==> src/rtl/exit_door_ctrl_if.sv <==
// Signal bundle between the exit door controller and its pad, beam and motor hardware.
// master drives the sensor inputs; slave is the controller.
interface exit_door_ctrl_if #(
    parameter int unsigned CNT_W = 8
);
    logic             pressure;
    logic             obstruct;
    logic             doorOpen;
    logic             motor_open;
    logic             motor_close;
    logic             busy;
    logic [CNT_W-1:0] exit_count;

    modport master (
        output pressure, obstruct,
        input  doorOpen, motor_open, motor_close, busy, exit_count
    );

    modport slave (
        input  pressure, obstruct,
        output doorOpen, motor_open, motor_close, busy, exit_count
    );
endinterface

==> src/rtl/exit_door_ctrl.sv <==
// Exit door controller: debounces the inside pad, sequences the door motor and
// counts each customer exit with a saturating counter.
module exit_door_ctrl #(
    parameter int unsigned DEBOUNCE_CYC = 4,
    parameter int unsigned HOLD_CYC     = 20,
    parameter int unsigned TRAVEL_CYC   = 8,
    parameter int unsigned CNT_W        = 8
) (
    input logic             clk,
    input logic             rst_n,
    exit_door_ctrl_if.slave door
);

    localparam int unsigned TMR_MAX = (HOLD_CYC > TRAVEL_CYC) ? HOLD_CYC : TRAVEL_CYC;
    localparam int unsigned TMR_W   = $clog2(TMR_MAX + 1);
    localparam int unsigned DB_W    = $clog2(DEBOUNCE_CYC + 1);

    typedef enum logic [1:0] {StClosed, StOpening, StOpen, StClosing} state_e;

    state_e           state_q, state_d;
    logic [TMR_W-1:0] timer_q, timer_d;
    logic [CNT_W-1:0] cnt_q, cnt_d;
    logic [1:0]       sync_q;
    logic [DB_W-1:0]  db_cnt_q;
    logic             pad_db_q, pad_prev_q;
    logic             door_open_q, motor_open_q, motor_close_q, busy_q;

    logic             press;
    logic             hold_req;
    logic [TMR_W-1:0] remain;
    logic [TMR_W-1:0] reopen;

    always_ff @(posedge clk or negedge rst_n) begin
        if (!rst_n) begin
            sync_q     <= '0;
            db_cnt_q   <= '0;
            pad_db_q   <= 1'b0;
            pad_prev_q <= 1'b0;
        end else begin
            sync_q     <= {sync_q[0], door.pressure};
            pad_prev_q <= pad_db_q;
            // Level flips only after DEBOUNCE_CYC consecutive disagreeing samples.
            if (sync_q[1] != pad_db_q) begin
                if (db_cnt_q == DB_W'(DEBOUNCE_CYC - 1)) begin
                    pad_db_q <= sync_q[1];
                    db_cnt_q <= '0;
                end else begin
                    db_cnt_q <= db_cnt_q + DB_W'(1);
                end
            end else begin
                db_cnt_q <= '0;
            end
        end
    end

    assign press    = pad_db_q & ~pad_prev_q;
    assign hold_req = pad_db_q | door.obstruct;

    // Reopen stroke retraces only the distance already closed.
    assign remain = timer_q - TMR_W'(1);
    assign reopen = (remain >= TMR_W'(TRAVEL_CYC)) ? TMR_W'(1) : TMR_W'(TRAVEL_CYC) - remain;

    always_comb begin
        state_d = state_q;
        timer_d = timer_q;
        cnt_d   = cnt_q;
        unique case (state_q)
            StClosed: begin
                if (press) begin
                    state_d = StOpening;
                    timer_d = TMR_W'(TRAVEL_CYC);
                    if (!(&cnt_q)) cnt_d = cnt_q + CNT_W'(1);
                end
            end
            StOpening: begin
                if (timer_q <= TMR_W'(1)) begin
                    state_d = StOpen;
                    timer_d = TMR_W'(HOLD_CYC);
                end else begin
                    timer_d = timer_q - TMR_W'(1);
                end
            end
            StOpen: begin
                if (hold_req) begin
                    timer_d = TMR_W'(HOLD_CYC);
                end else if (timer_q <= TMR_W'(1)) begin
                    state_d = StClosing;
                    timer_d = TMR_W'(TRAVEL_CYC);
                end else begin
                    timer_d = timer_q - TMR_W'(1);
                end
            end
            StClosing: begin
                if (hold_req) begin
                    state_d = StOpening;
                    timer_d = reopen;
                end else if (timer_q <= TMR_W'(1)) begin
                    state_d = StClosed;
                    timer_d = '0;
                end else begin
                    timer_d = timer_q - TMR_W'(1);
                end
            end
            default: begin
                state_d = StClosed;
                timer_d = '0;
            end
        endcase
    end

    always_ff @(posedge clk or negedge rst_n) begin
        if (!rst_n) begin
            state_q       <= StClosed;
            timer_q       <= '0;
            cnt_q         <= '0;
            door_open_q   <= 1'b0;
            motor_open_q  <= 1'b0;
            motor_close_q <= 1'b0;
            busy_q        <= 1'b0;
        end else begin
            state_q       <= state_d;
            timer_q       <= timer_d;
            cnt_q         <= cnt_d;
            door_open_q   <= (state_d == StOpen);
            motor_open_q  <= (state_d == StOpening);
            motor_close_q <= (state_d == StClosing);
            busy_q        <= (state_d != StClosed);
        end
    end

    assign door.doorOpen    = door_open_q;
    assign door.motor_open  = motor_open_q;
    assign door.motor_close = motor_close_q;
    assign door.busy        = busy_q;
    assign door.exit_count  = cnt_q;

endmodule

==> src/flat_wrapper.sv <==
// flat-port wrapper written by rule: the top's interface ports become plain ports
module exit_door_ctrl_flat 
#(
    parameter int unsigned DEBOUNCE_CYC = 4,
    parameter int unsigned HOLD_CYC     = 20,
    parameter int unsigned TRAVEL_CYC   = 8,
    parameter int unsigned CNT_W        = 8
)
  (clk, rst_n, door_pressure, door_obstruct, door_doorOpen, door_motor_open, door_motor_close, door_busy, door_exit_count);
  exit_door_ctrl_if #(.CNT_W(CNT_W)) door_i ();
  input logic clk;
  input logic rst_n;
  input wire logic [$bits(door_i.pressure)-1:0] door_pressure;
  input wire logic [$bits(door_i.obstruct)-1:0] door_obstruct;
  output wire logic [$bits(door_i.doorOpen)-1:0] door_doorOpen;
  output wire logic [$bits(door_i.motor_open)-1:0] door_motor_open;
  output wire logic [$bits(door_i.motor_close)-1:0] door_motor_close;
  output wire logic [$bits(door_i.busy)-1:0] door_busy;
  output wire logic [$bits(door_i.exit_count)-1:0] door_exit_count;
  assign door_i.pressure = door_pressure;
  assign door_i.obstruct = door_obstruct;
  assign door_doorOpen = door_i.doorOpen;
  assign door_motor_open = door_i.motor_open;
  assign door_motor_close = door_i.motor_close;
  assign door_busy = door_i.busy;
  assign door_exit_count = door_i.exit_count;
  exit_door_ctrl #(.DEBOUNCE_CYC(DEBOUNCE_CYC), .HOLD_CYC(HOLD_CYC), .TRAVEL_CYC(TRAVEL_CYC), .CNT_W(CNT_W)) u_core (.clk(clk), .rst_n(rst_n), .door(door_i));
endmodule
==> config.mk <==
export PLATFORM = sky130hd
export DESIGN_NAME = exit_door_ctrl_flat
export DESIGN_NICKNAME = d
export VERILOG_FILES = /design/src/rtl/exit_door_ctrl_if.sv /design/src/rtl/exit_door_ctrl.sv /design/src/flat_wrapper.sv
export SDC_FILE = /design/constraint.sdc
export NUM_CORES = 1
export LEC_CHECK = 0
export ABC_AREA = 0
export BUFFER_PORTS_ARGS = -buffer_cell sky130_fd_sc_hd__buf_2
export CAP_MARGIN = 40
export CORE_MARGIN = 5
export CORE_UTILIZATION = 43
export CTS_CLUSTER_SIZE = 14
export DETAILED_ROUTE_END_ITERATION = 8
export GPL_ROUTABILITY_DRIVEN = 0
export MAX_ROUTING_LAYER = met4
export PLACE_DENSITY = 0.72
export SLEW_MARGIN = 20
export SYNTH_ARGS = -nofsm -noshare
export SYNTH_HDL_FRONTEND = slang
export SYNTH_SLANG_ARGS = --single-unit
==> constraint.sdc <==
create_clock -name clk -period 2.8 [get_ports clk]
set_input_delay 0.28 -clock clk [delete_from_list [all_inputs] [get_ports clk]]
set_output_delay 0.28 -clock clk [all_outputs]
set_load 0.005 [all_outputs]
### Word-level counts from Yosys, hierarchy flattened

Index checks and enable logic that the tools add are counted.

* $add $sub $neg: 4
* muxes and demuxes: 17
* $lt $le $gt $ge: 2
* eq/ne operators: 9
* bitwise logic cells: 4
* reductions and logical operators: 5

Operators with widths (count)
* 5-bit 2-to-1 mux: 7
* 5-bit one-hot mux with 4 select lines: 1
* 2-bit 2-to-1 mux: 6
* 8-bit by 1-bit adder with 8-bit output (second input constant): 1
* 2-bit equality test (second input constant): 4
* 2-bit one-hot mux with 4 select lines: 1
* 8-bit AND reduction: 1
* 3-bit 2-to-1 mux: 2
* 5-bit by 4-bit >= comparator with 1-bit output (second input constant): 1
* 5-bit by 1-bit <= comparator with 1-bit output (second input constant): 1
* 4-bit by 5-bit subtractor with 5-bit output (first input constant): 1
* 5-bit by 1-bit subtractor with 5-bit output (second input constant): 1
* 2-bit by 1-bit equality test with 1-bit output (second input constant): 2
* 3-bit by 1-bit adder with 3-bit output (second input constant): 1
* 3-bit by 2-bit equality test with 1-bit output (second input constant): 1
* 3-bit AND reduction: 1
* 2-bit logical NOT: 1
* 2-bit by 1-bit != test with 1-bit output (second input constant): 1
* 1-bit NOT: 2
* 2-bit AND reduction: 1
* 2-bit nonzero test: 1
* 1-bit AND: 1
* 1-bit != test: 1
* 1-bit bitwise OR: 1

* bits in registers: 26
* output and inout port bits: 12
* word-level logic and storage cells: 52
* input bits: 4

### Logic depth before layout (Yosys ltp)

* depth after elaboration: 5
* gate-level depth with buffers: 8
* mapped depth without buffers: 7

### Worst setup path after synthesis

Ideal clock, no wire load.

* path type: register -> register
* from: register u_core.timer_q[0]
* to: register u_core.timer_q[0]
* setup time: 0.125 ns
* buffers on the path: 1
* arrival: 1.675 ns
* setup slack: 1.001 ns
* stages on the path, launching flop included: 9
* cells stage by stage: dfrtp_1 -> buf_6 -> inv_1 -> ha_1 -> nor3b_1 -> xnor2_1 -> a21boi_0 -> o211a_1 -> o22ai_1

* cells in the longest elaborated chain, start to end: 5

RTL lines
* start, declared: RTL line exit_door_ctrl.sv:21 `logic [TMR_W-1:0] timer_q, timer_d;`
* start signal, assigned: RTL line exit_door_ctrl.sv:122 `timer_q <= timer_d;`
* 5-bit by 1-bit subtractor with 5-bit output
* 4-bit by 5-bit subtractor with 5-bit output or 5-bit by 4-bit >= comparator with 1-bit output (tied branches): RTL line exit_door_ctrl.sv:61 `assign reopen = (remain >= TMR_W'(TRAVEL_CYC)) ? TMR_W'(1) : TMR_W'(TRAVEL_CYC) - remain;`
* 5-bit 2-to-1 mux: RTL line exit_door_ctrl.sv:61
* 5-bit 2-to-1 mux: RTL line exit_door_ctrl.sv:94 `if (hold_req) begin`
* 5-bit one-hot mux with 4 select lines (*): RTL line exit_door_ctrl.sv:67 `unique case (state_q)`

Mark *: on every way between the ends. The rest lies on a longest branch, timed or not.
A chain may end at the register's enable or synchronous reset.

### Worst setup path in the final report

Ends and elaborated chain as after synthesis.

==> flow_summary.json <==
{
  "outcome": "finished, final reports clean",
  "synth.avg_cell_area_um2": 10.3,
  "path_cells": "inv_1, ha_1, nor3b_1, xnor2_1, a21boi_0, o211a_1, o22ai_1",
  "min-delay-start": "door_pressure",
  "cts_setup_buffers": 0,
  "clock_path_buffers": 2,
  "yosysTopAreaCell": "dfrtp_1",
  "finalHoldViolations": 0,
  "yosys_warnings": 0,
  "report.final.slew_viol_count": 0,
  "synth_compound_area_share_pct": 16.9,
  "synth_fa_ha_area_share_pct": 5.35,
  "yosys_register_bits": 26,
  "final_common_cell": "dfrtp_1",
  "io_buffer_count": 15,
  "finalNetCount": 164,
  "grt_overflow": 0,
  "ir_drop_uv": 463,
  "n_antenna_cell": 0,
  "synth.distinct_cells": 40,
  "yosys.area_share.simple_pct": 19.3,
  "max_freq_mhz": 475,
  "cp_slowest_cell": "dfrtp_1",
  "min_to": "u_core.sync_q[0]$_DFF_PN0_",
  "crit_cells": 7,
  "finalSetupViolations": 0,
  "crit_fanout": 10,
  "synth_area_um2": 1400,
  "dr_total_vias": 1065,
  "clockRootBuffer": "clkbuf_4",
  "drv_cap": 0,
  "critPathLaunchType": "register",
  "rr_startpoint": "u_core.timer_q[0]$_DFFE_PN0P_",
  "worst-endpoint-required_ps": 3020,
  "hold_ws_ps": 56.7,
  "r2r_end": "u_core.timer_q[0]$_DFFE_PN0P_",
  "crit_family": "compound AO/OA/AOI/OAI gates",
  "fin_cells": 197,
  "synth-xor-area-share_pct": 7.49,
  "post-route-period-util_pct": 75.2,
  "min_path_cells": 1,
  "postRouteWirelength_um": 2860,
  "period_needed_ps": 2110,
  "core-area_um2": 3100,
  "antenna_found_initial": 0,
  "place_hpwl_um": 2060,
  "worstMarginPinSlew_ps": 573,
  "finalClockSkew_ps": 7.56,
  "track_usage_pct": 14.9,
  "dr.first_iter.drc_count": 96,
  "slowest_delay_ps": 580,
  "die_h_um": 67.1,
  "synth_top_flop_cell": "dfrtp_1",
  "drtAntennaViolNets": 0,
  "rows": 20,
  "synth_edf_count": 0,
  "dp_cells": 192,
  "drive_gt1_share_pct": 19.0,
  "clock-sinks": 26,
  "rsz0062_at_grt": "no",
  "min_path_type": "input pin to register",
  "worst-path-buf-inv": 1,
  "rrSetupSlack_ps": 690,
  "clk_latency_ps": 310,
  "vias_per_cell": 5.41,
  "cts.clk_slew.worst_paths_ps": 150,
  "seq_area_frac_synth_pct": 46.4,
  "synth_mux_area_share_pct": 1.61,
  "drc": 0,
  "cts_tree": "yes",
  "ctsHtreeMaxLevel": 1,
  "arrival_ps": 2320,
  "die_area_um2": 4500,
  "firstDrtPassIters": 4,
  "yosys-top-cells-area": "dfrtp_1 46%, xnor2_1 6.2%, ha_1 5.4%",
  "start_util_pct": 45.2,
  "fp.dieW_um": 67.1,
  "fillCellCount": 323,
  "synth_top_area_share_pct": 46.4,
  "ff2ff_path_depth": 7,
  "route.detailed.wl_per_inst_um": 14.5,
  "crit_path_end_kind": "register",
  "grt_pass1_wl_um": 5020,
  "synth_top_family_by_area": "simple AND/OR/NAND/NOR gates",
  "static-leakage-power_nw": 0.720,
  "io_pins": 16,
  "synth-async-reset-ratio_pct": 100,
  "cts.repair.resized": 0,
  "setup_tns_ps": 0,
  "power_density_nw_per_um2": 1180,
  "mostFrequentLayoutCells": "26 x dfrtp_1, 15 x buf_2, 10 x nor2_1, 10 x xnor2_1, 9 x a21oi_1",
  "cts_buffers": 3,
  "netlist_instances": 136,
  "area_growth_pct": 12.3,
  "syn_nets": 146,
  "grt_max_degree": 27,
  "max_slew_margin_pct": 61.8,
  "grt_pass1_vias": 1068,
  "path_class": "register to register"
}
## what timing repair did
item | in CTS | in global routing
endpoints found under the hold margin | 26 | 0
setup endpoints to repair | 0 | 0
hold buffers | 1 | 0
## cells by family (layout without fill, tap and decap cells)
logic type,count (synthesis),count (layout)
fa+ha+maj,6,6
xor+xnor,12,12
buf+inv,9,26
simple gates,49,49
compound gates,32,32
flops,26,26
mux,2,2
## synth_stat cells, types with 2 or more instances
| library cell | number |
|---|---|
| nand2_1 | 5 |
| nand3_1 | 6 |
| inv_1 | 6 |
| a21o_1 | 2 |
| nor3_1 | 6 |
| xnor2_1 | 10 |
| mux2_2 | 2 |
| nor2b_1 | 6 |
| a21boi_0 | 2 |
| nor2_1 | 10 |
| a21oi_1 | 9 |
| nand4_1 | 3 |
| ha_1 | 6 |
| nor3b_1 | 2 |
| xor2_1 | 2 |
| o21ai_0 | 7 |
| dfrtp_1 | 26 |
| nand2b_1 | 4 |
## how the worst max path moves through the flow
stage,from,endpoint,slack (ps)
final,u_core.timer_q[0]$_DFFE_PN0P_,u_core.timer_q[0]$_DFFE_PN0P_,690
after global routing,u_core.timer_q[0]$_DFFE_PN0P_,u_core.timer_q[2]$_DFFE_PN0P_,490
after global placement,u_core.timer_q[0]$_DFFE_PN0P_,u_core.timer_q[0]$_DFFE_PN0P_,910
after CTS,u_core.timer_q[0]$_DFFE_PN0P_,u_core.timer_q[0]$_DFFE_PN0P_,720
after detailed placement,u_core.timer_q[0]$_DFFE_PN0P_,u_core.timer_q[0]$_DFFE_PN0P_,750
after floorplan,u_core.timer_q[0]$_DFFE_PN0P_,u_core.timer_q[0]$_DFFE_PN0P_,1000
## final cells by class
type,count,area [µm²],share of cell area (%)
clock inverter,1,30.0,1.91
inverter,6,22.5,1.43
multi-input combinational,101,709,45.0
clock buffer,3,22.5,1.43
timing repair buffer,16,85.1,5.40
tap,44,55.1,3.49
sequential,26,651,41.3
## report_power, final
part	total (mW)	leakage, nW	switching, mW	internal (mW)
Clock	0.255	0.0279	0.110	0.145
Sequential	0.691	0.327	0.183	0.509
Combinational	0.918	0.365	0.506	0.411
Total	1.86	0.720	0.799	1.06
## stage by stage
stage          setup slack, ps  power (mW)  cell area [µm²]  utilization (%)
2_1_floorplan             1000        1.36             1400                -
3_3_place_gp               911        1.54             1510             48.8
3_5_place_dp               752        1.60             1510             48.8
4_1_cts                    721        1.86             1580             50.8
5_1_grt                    486        2.02             1580             50.8
6_report                   693        1.86             1580             50.8
## registers in the layout, indices dropped and copies added (netlist names)
signal,flops
u_core.pad_db_q,1
u_core.door.motor_close,1
u_core.door.motor_open,1
u_core.timer_q,5
u_core.db_cnt_q,3
u_core.door.exit_count,8
u_core.door.doorOpen,1
u_core.state_q,2
u_core.sync_q,2
u_core.pad_prev_q,1
u_core.door.busy,1
## metal layers
metal	vias up	wire length, µm	part of all wire (%)	track usage (%)
met3	4	111	3.9	1.52
met2	28	1390	48	24.4
li1	512	-	-	-
met5	-	0	0	-
met1	521	1320	46	19.4
met4	0	47	1.6	4.30
Note: power is estimated with default switching activity, not from simulation.
